<file path="src/rtl/pc_stack_unit_pkg.sv">
// Shared constants for the PIC10-compatible PC / call-stack block.
package pc_stack_unit_pkg;

    localparam int PC_WIDTH_DEF    = 9;
    localparam int STACK_DEPTH_DEF = 2;

    // PC load source encodings (value 3 aliases the ALU path)
    localparam logic [1:0] PC_MUX_STACK   = 2'd0;
    localparam logic [1:0] PC_MUX_ALU     = 2'd1;
    localparam logic [1:0] PC_MUX_IR      = 2'd2;
    localparam logic [1:0] PC_MUX_ALU_ALT = 2'd3;

    // Width of a pointer into a stack of the given depth (at least one bit)
    function automatic int ptr_width(input int depth);
        return (depth > 1) ? $clog2(depth) : 1;
    endfunction

endpackage

</file>
<file path="src/rtl/pc_stack_unit_call_stack.sv">
// Circular return stack: entries, pointer, occupancy count and sticky
// overflow/underflow flags. A push at full overwrites the oldest entry.
module pc_stack_unit_call_stack
    import pc_stack_unit_pkg::*;
#(
    parameter int PC_WIDTH    = PC_WIDTH_DEF,
    parameter int STACK_DEPTH = STACK_DEPTH_DEF
) (
    input  logic                clk,
    input  logic                rst,
    input  logic                load_stack,
    input  logic                inc_stack,
    input  logic                dec_stack,
    input  logic [PC_WIDTH-1:0] pc,
    output logic [PC_WIDTH-1:0] stack_top,
    output logic                stack_overflow,
    output logic                stack_underflow
);

    localparam int SP_W  = ptr_width(STACK_DEPTH);
    localparam int CNT_W = $clog2(STACK_DEPTH + 1);
    localparam logic [SP_W-1:0]  SP_LAST    = SP_W'(STACK_DEPTH - 1);
    localparam logic [CNT_W-1:0] COUNT_FULL = CNT_W'(STACK_DEPTH);

    logic [PC_WIDTH-1:0] entries [STACK_DEPTH];
    logic [SP_W-1:0]     sp;
    logic [SP_W-1:0]     sp_up;
    logic [SP_W-1:0]     sp_dn;
    logic [SP_W-1:0]     sp_next;
    logic [CNT_W-1:0]    count;
    logic [CNT_W-1:0]    count_next;
    logic                overflow_next;
    logic                underflow_next;

    assign sp_up     = (sp == SP_LAST) ? {SP_W{1'b0}} : sp + SP_W'(1);
    assign sp_dn     = (sp == {SP_W{1'b0}}) ? SP_LAST : sp - SP_W'(1);
    assign stack_top = entries[sp];

    // Pointer/count/flag next state; simultaneous push and pop cancel out
    always_comb begin
        sp_next        = sp;
        count_next     = count;
        overflow_next  = stack_overflow;
        underflow_next = stack_underflow;
        if (inc_stack && !dec_stack) begin
            sp_next = sp_up;
            if (count == COUNT_FULL) begin
                overflow_next = 1'b1;
            end else begin
                count_next = count + CNT_W'(1);
            end
        end else if (dec_stack && !inc_stack) begin
            sp_next = sp_dn;
            if (count == {CNT_W{1'b0}}) begin
                underflow_next = 1'b1;
            end else begin
                count_next = count - CNT_W'(1);
            end
        end else begin
            sp_next = sp;
        end
    end

    // Stack storage and control registers; the write uses the pre-edge pointer
    always_ff @(posedge clk) begin
        if (rst) begin
            for (int i = 0; i < STACK_DEPTH; i++) begin
                entries[i] <= {PC_WIDTH{1'b0}};
            end
            sp              <= {SP_W{1'b0}};
            count           <= {CNT_W{1'b0}};
            stack_overflow  <= 1'b0;
            stack_underflow <= 1'b0;
        end else begin
            if (load_stack) begin
                entries[sp] <= pc;
            end
            sp              <= sp_next;
            count           <= count_next;
            stack_overflow  <= overflow_next;
            stack_underflow <= underflow_next;
        end
    end

endmodule

</file>
<file path="src/rtl/pc_stack_unit.sv">
// Program counter, PC source mux and skip-squash flag for the PIC10 core,
// with the return stack in a sub-module. All state updates on posedge.
module pc_stack_unit
    import pc_stack_unit_pkg::*;
#(
    parameter int                  PC_WIDTH     = PC_WIDTH_DEF,
    parameter int                  STACK_DEPTH  = STACK_DEPTH_DEF,
    parameter logic [PC_WIDTH-1:0] RESET_VECTOR = '0
) (
    input  logic                clk,
    input  logic                rst,
    input  logic [1:0]          pc_mux_select,
    input  logic                load_pc,
    input  logic                inc_pc,
    input  logic                skip_next_instruction,
    input  logic                load_stack,
    input  logic                inc_stack,
    input  logic                dec_stack,
    input  logic [7:0]          alu_out,
    input  logic [11:0]         instruction_reg_out,
    output logic [PC_WIDTH-1:0] pc_out,
    output logic [PC_WIDTH-1:0] stack_top,
    output logic                squash_ir,
    output logic                stack_overflow,
    output logic                stack_underflow
);

    logic [PC_WIDTH-1:0] pc_source;

    // PC load source; ALU loads clear every bit above bit 7
    always_comb begin
        case (pc_mux_select)
            PC_MUX_STACK:   pc_source = stack_top;
            PC_MUX_ALU:     pc_source = PC_WIDTH'(alu_out);
            PC_MUX_IR:      pc_source = PC_WIDTH'(instruction_reg_out[8:0]);
            PC_MUX_ALU_ALT: pc_source = PC_WIDTH'(alu_out);
            default:        pc_source = PC_WIDTH'(alu_out);
        endcase
    end

    // PC register: load beats increment, increment wraps modulo 2^PC_WIDTH
    always_ff @(posedge clk) begin
        if (rst) begin
            pc_out <= RESET_VECTOR;
        end else if (load_pc) begin
            pc_out <= pc_source;
        end else if (inc_pc) begin
            pc_out <= pc_out + PC_WIDTH'(1);
        end else begin
            pc_out <= pc_out;
        end
    end

    // Squash flag follows the skip request only on fetch-advancing edges
    always_ff @(posedge clk) begin
        if (rst) begin
            squash_ir <= 1'b0;
        end else if (inc_pc) begin
            squash_ir <= skip_next_instruction;
        end else begin
            squash_ir <= squash_ir;
        end
    end

    pc_stack_unit_call_stack #(
        .PC_WIDTH    (PC_WIDTH),
        .STACK_DEPTH (STACK_DEPTH)
    ) u_call_stack (
        .clk             (clk),
        .rst             (rst),
        .load_stack      (load_stack),
        .inc_stack       (inc_stack),
        .dec_stack       (dec_stack),
        .pc              (pc_out),
        .stack_top       (stack_top),
        .stack_overflow  (stack_overflow),
        .stack_underflow (stack_underflow)
    );

endmodule

</file>
<file path="config.mk">
export PLATFORM = sky130hd
export DESIGN_NAME = pc_stack_unit
export DESIGN_NICKNAME = d
export VERILOG_FILES = /design/src/rtl/pc_stack_unit_pkg.sv /design/src/rtl/pc_stack_unit_call_stack.sv /design/src/rtl/pc_stack_unit.sv
export SDC_FILE = /design/constraint.sdc
export NUM_CORES = 1
export LEC_CHECK = 0
export BUFFER_PORTS_ARGS = -buffer_cell sky130_fd_sc_hd__buf_2
export CORE_ASPECT_RATIO = 0.9
export CORE_UTILIZATION = 55
export DETAILED_ROUTE_END_ITERATION = 7
export PLACE_DENSITY = 0.84
export SETUP_SLACK_MARGIN = 0.2
export SYNTH_ARGS = -nofsm -noshare
export SYNTH_HDL_FRONTEND = slang
export SYNTH_SLANG_ARGS = --single-unit
</file>
<file path="constraint.sdc">
create_clock -name clk -period 2 [get_ports clk]
set_input_delay 0.4 -clock clk [delete_from_list [all_inputs] [get_ports clk]]
set_output_delay 0.4 -clock clk [all_outputs]
set_load 0.01 [all_outputs]
</file>
## Word level (Yosys, flattened, before mapping)

Memories as Yosys holds them, arrays and structs flattened. A register that Yosys moved wholly into a read port is not among the register bits.
Cells that the tools add are included.

- $add $sub $neg: 5
- Multiplexer cells: 21
- Reductions and logical operators: 13
- Bitwise logic cells: 1
- Eq/ne operators: 6

Operator list:

| operator | number |
|---|---|
| $mux W9 | 3 |
| $pmux W9 S3 | 1 |
| $mux W1 | 13 |
| $add A9 B1 Y9 const B | 1 |
| $reduce_or A9 Y1 | 1 |
| $mux W2 | 4 |
| $eq A2 B2 Y1 const B | 3 |
| $reduce_and A3 Y1 | 2 |
| $logic_not A2 Y1 | 2 |
| $reduce_bool A2 Y1 | 2 |
| $add A2 B1 Y2 const B | 1 |
| $eq A2 B1 Y1 const B | 1 |
| $logic_and A1 B1 Y1 | 2 |
| $logic_not A1 Y1 | 2 |
| $ne A2 B1 Y1 const B | 1 |
| $ne A2 B2 Y1 const B | 1 |
| $reduce_and A2 Y1 | 1 |
| $reduce_or A2 Y1 | 1 |
| $sub A2 B1 Y2 const B | 1 |
| $add A1 B1 Y1 const B | 1 |
| $not A1 Y1 | 1 |
| $sub A1 B1 Y1 const B | 1 |

- Bits in registers: 15
- Logic and storage cells: 53
- Output and inout port bits: 21
- Memories: 1
- Bits of input ports: 30
- Memory bits (writable): 18

Memories:

| memory | depth | width | read ports | clocked after Yosys merged registers in | write ports | RTL line | RTL |
|---|---|---|---|---|---|---|---|
| u_call_stack.entries | 2 | 9 | 1 | 1 | 2 | pc_stack_unit_call_stack.sv:25 | `logic [PC_WIDTH-1:0] entries [STACK_DEPTH];` |

## Longest topological paths before layout

- Word-level depth: 6
- Depth in mapped cells: 6
- Gate-level depth less buffers: 6

## Modules after synthesis

A second synthesis with hierarchy kept.

- Cells, all modules: 173
- Area, all modules: 1,746.7 um^2

By module, submodules not included:

| module | times used | seq. area each (um^2) | cells an instance | area an instance (um^2) |
|---|---|---|---|---|
| pc_stack_unit_call_stack | 1 | 660.6 | 92 | 1,057.3 |
| pc_stack_unit | 1 | 200.2 | 81 | 689.4 |

## Least setup slack after synthesis

No wires, ideal clock.

- Path type: input -> register
- Start point: input port load_stack
- End point: memory u_call_stack.entries[0][0] in the netlist's numbering, enable pin
- Stages on the path: 2
- Data required time: 1,687 ps
- Path buffers: 0
- Slack: 559 ps
- Setup time: 313 ps
- Arrival: 1,129 ps
- Path through: nor3b_1 > or2_2

RTL lines:

| element | RTL line | RTL |
|---|---|---|
| from (decl) | pc_stack_unit.sv:16 | `input logic load_stack,` |
| to (decl) | pc_stack_unit_call_stack.sv:25 |  |

==> metrics.md <==
| Metric | Value |
|---|---|
| Status | `completed` |
| Top_reg_cell synth | `edfxtp_1` |
| Worst min-delay path startpoint | `skip_next_instruction` |
| Die Y | `55.52 µm` |
| Number of global-route vias before repair | `1248` |
| DR vias/cell | `5.414` |
| Row count | `19` |
| DR DRC count | `0` |
| Hold Path End | `squash_ir$_SDFFE_PP0P_` |
| Routability cong. | `0.7846` |
| Global route total overflow | `0` |
| Reg clk slew, reported paths | `100 ps` |
| Async SR Flop Fraction | `0` |
| Cell area after synthesis | `1750 µm²` |
| Largest net degree at the start of global routing | `20` |
| Syn Area/Cell | `10.12 µm²` |
| Final period utilization | `0.8440` |
| Netlist cell types | `33` |
| Layout cell share with drive strength beyond 1 | `0.3167` |
| Slowest cell on crit path | `dfxtp_4` |
| Sw power | `411.1 µW` |
| Final setup violation count | `0` |
| Layout Utilization | `0.6731` |
| Delay-heaviest family, CP | `flip-flops` |
| Largest stage delay on the critical path | `440 ps` |
| TritonRoute pass-1 iters | `4` |
| Post-synthesis cell count | `173` |
| Vias | `1424` |
| Initial Utilization | `0.5752` |
| Initial DRC Count | `47` |
| Clock skew | `5.560 ps` |
| Longest Clk Path Bufs | `2` |
| ANT cells | `0` |
| Maximum VDD drop | `0.3372 mV` |
| Int Pwr | `1.044 mW` |
| Total CTS buffers | `5` |
| Slew Limit Fails | `0` |
| I/O Buffers | `47` |
| CTS H-tree lvls | `2` |
| Die Wd | `61.47 µm` |
| Cts hold-fix bufs | `0` |
| Slew @ Worst Pin | `375.9 ps` |
| Clock root buffer | `clkbuf_4` |
| Clk_lat worst skew | `340 ps` |
| IO Count | `51` |
| Crit-path cells | `mux2_2, buf_2` |
| Hold Crit Class | `input pin to flip-flop` |
| Setup tns final | `0 ps` |
| Synth Warn # | `0` |
| Reg power frac | `0.573` |
| Max-Cap Viols | `0` |
| Number of synthesized flops with an enable pin | `18` |
| Post-CTS setup buffers | `0` |
| Worst relative slew slack | `0.7468` |
| All-Layer GR Usage | `0.2366` |
| Hold Path Cell Cnt | `3` |
| Design Area, Final | `2048 µm²` |
| RSZ-0062 raised after global routing | `no` |
| Hold_ws | `302.0 ps` |
| Synth Register Bits | `34` |
| Startpoint class of the critical path | `flip-flop` |
| WL final | `3.703 mm` |
| Filler cell count | `271` |
| Post-Syn Nets | `206` |
| Final Hold Vio Count | `0` |
| DP Area | `1994 µm²` |
| Crit. End Element | `output port` |
| R2r setup slk | `580 ps` |
| Clock power share | `0.246` |
| Core area | `3043 µm²` |
| Net count, final | `253` |
| CP max FO | `9` |
| Clock sinks | `34` |
| Synth-to-Final Area Change | `17.01%` |
| Req. time, crit path | `1600 ps` |
| F_max | `592.4 MHz` |
| Sequential area share after synthesis | `0.4918` |
| CP Data Arrival Time | `1290 ps` |
| Final Critical Period | `1688 ps` |
| First-pass GRT wire length | `5.623 mm` |
| Leak | `0.8876 nW` |
| Wire per inst | `14.08 µm` |
| Switching Share | `0.2824` |
| Initial antenna violation count | `0` |
| Reg2Reg Launch Point | `pc_out[1]$_SDFFE_PP0P_` |
| HPWL after detailed placement | `2.693 mm` |
| CTS tree | `done` |
| Die area | `3413 µm²` |
| Buf/Inv on CP | `1` |
| Gate power share | `0.181` |
| PwrDens | `710.6 nW/µm²` |
| R2R cell count | `5` |
| Critical path class | `flip-flop to output port` |
| Post-route ant nets | `0` |
| Reg-to-Reg End | `pc_out[8]$_SDFFE_PP0P_` |
## worst register-to-register path: stages (launching register included)
cell and delay (ps):
dfxtp_1 440, ha_1 270, nand3_1 120, nor2_1 110
nor2_1 50, a2111oi_2 330
## final cells by class
type,count,area [µm²],area share
Timing Repair Buffer,49,250.2,0.1222
Clock buffer,6,41.29,0.02016
Sequential cell,34,864.6,0.4221
Tap cell,42,52.55,0.02566
Multi-Input combinational cell,119,789.5,0.3855
Inverter,11,41.29,0.02016
Clock inverter,2,8.758,0.004276
## state kept, by name (all words and copies together) (netlist names), named ones only
signal,flops
u_call_stack.count,2
pc_out,9
u_call_stack.sp,1
u_call_stack.stack_overflow,1
u_call_stack.entries,18
u_call_stack.stack_underflow,1
squash_ir,1
## Yosys cell counts, types with 4 or more instances
cell	count	area (µm²)
o21a_1	4	30.03
a311oi_1	4	35.03
nand2_1	11	41.29
and2_1	18	112.6
a21oi_1	9	45.04
o21ai_0	9	45.04
dfxtp_1	16	320.3
nor2_1	8	30.03
nor3_1	9	45.04
mux2_2	9	101.4
edfxtp_1	18	540.5
inv_1	11	41.29
clkbuf_1	5	18.77
a31oi_1	5	31.28
nand2b_1	5	31.28
## cells in the final DEF, fill, tap and decap left out, types with 2 or more instances in the layout
cell type	count
o211ai_1	3
o21ai_0	9
dfxtp_1	15
a21oi_1	9
or2_2	2
buf_2	47
xor2_1	2
and2_1	18
inv_1	11
a311oi_1	4
clkbuf_4	5
a31oi_1	5
nand2_1	11
mux2_2	9
nand4_1	3
nor3_1	9
nor3b_1	2
nand3_1	3
ha_1	3
xnor2_1	3
buf_4	2
nand2b_1	5
o21a_1	4
edfxtp_1	18
nor2_1	8
## per-stage QoR
stage | std cells | setup slack, ps | power [mW]
after floorplan | 173 | 558.6 | 1.013
after global placement | 255 | 409.8 | 1.105
after detailed placement | 255 | 417.5 | 1.111
after CTS | 263 | 231.0 | 1.464
after global routing | 263 | 266.1 | 1.523
final | 263 | 312.0 | 1.456
## how the worst max path moves through the flow
stage	endpoint	slack, ps	cells after the start
5_1_grt	stack_top[6]	270	2
3_3_place_gp	u_call_stack.entries[1][1]$_SDFFCE_PN0P_	410	4
3_5_place_dp	u_call_stack.entries[1][1]$_SDFFCE_PN0P_	420	4
4_1_cts	stack_top[6]	230	2
2_1_floorplan	u_call_stack.entries[0][0]$_SDFFCE_PN0P_	560	2
6_report	stack_top[0]	310	2
## logic make-up after synthesis
family	count (synthesis)	synth area share
mux	11	0.07219
xor+xnor	5	0.02502
simple gates	63	0.1916
fa+ha+maj	3	0.02145
buf+inv	20	0.05718
compound gates	37	0.1408
flops	34	0.4918
## power groups by stage
stage          Sequential [mW]  Combinational [mW]  Clock (mW)
2_1_floorplan            0.836               0.177           0
3_3_place_gp             0.846               0.259           0
6_report                 0.834               0.263       0.359
4_1_cts                  0.834               0.264       0.367
5_1_grt                  0.841               0.289       0.393
3_5_place_dp             0.849               0.262           0
## metal layers
metal  vias to the layer above  global-route usage  wire length [µm]
met2                        41              0.3540              1684
met1                       670              0.3204              1739
met3                         7             0.05386               198
li1                        706                   -                 -
met5                         -                   0                 0
met4                         0              0.1143                82
## timing repair
action,in CTS,in global routing
gates resized for setup,1,1
setup endpoints to repair,9,1
hold endpoints to repair,0,0
(Power assumes the default switching activity.)
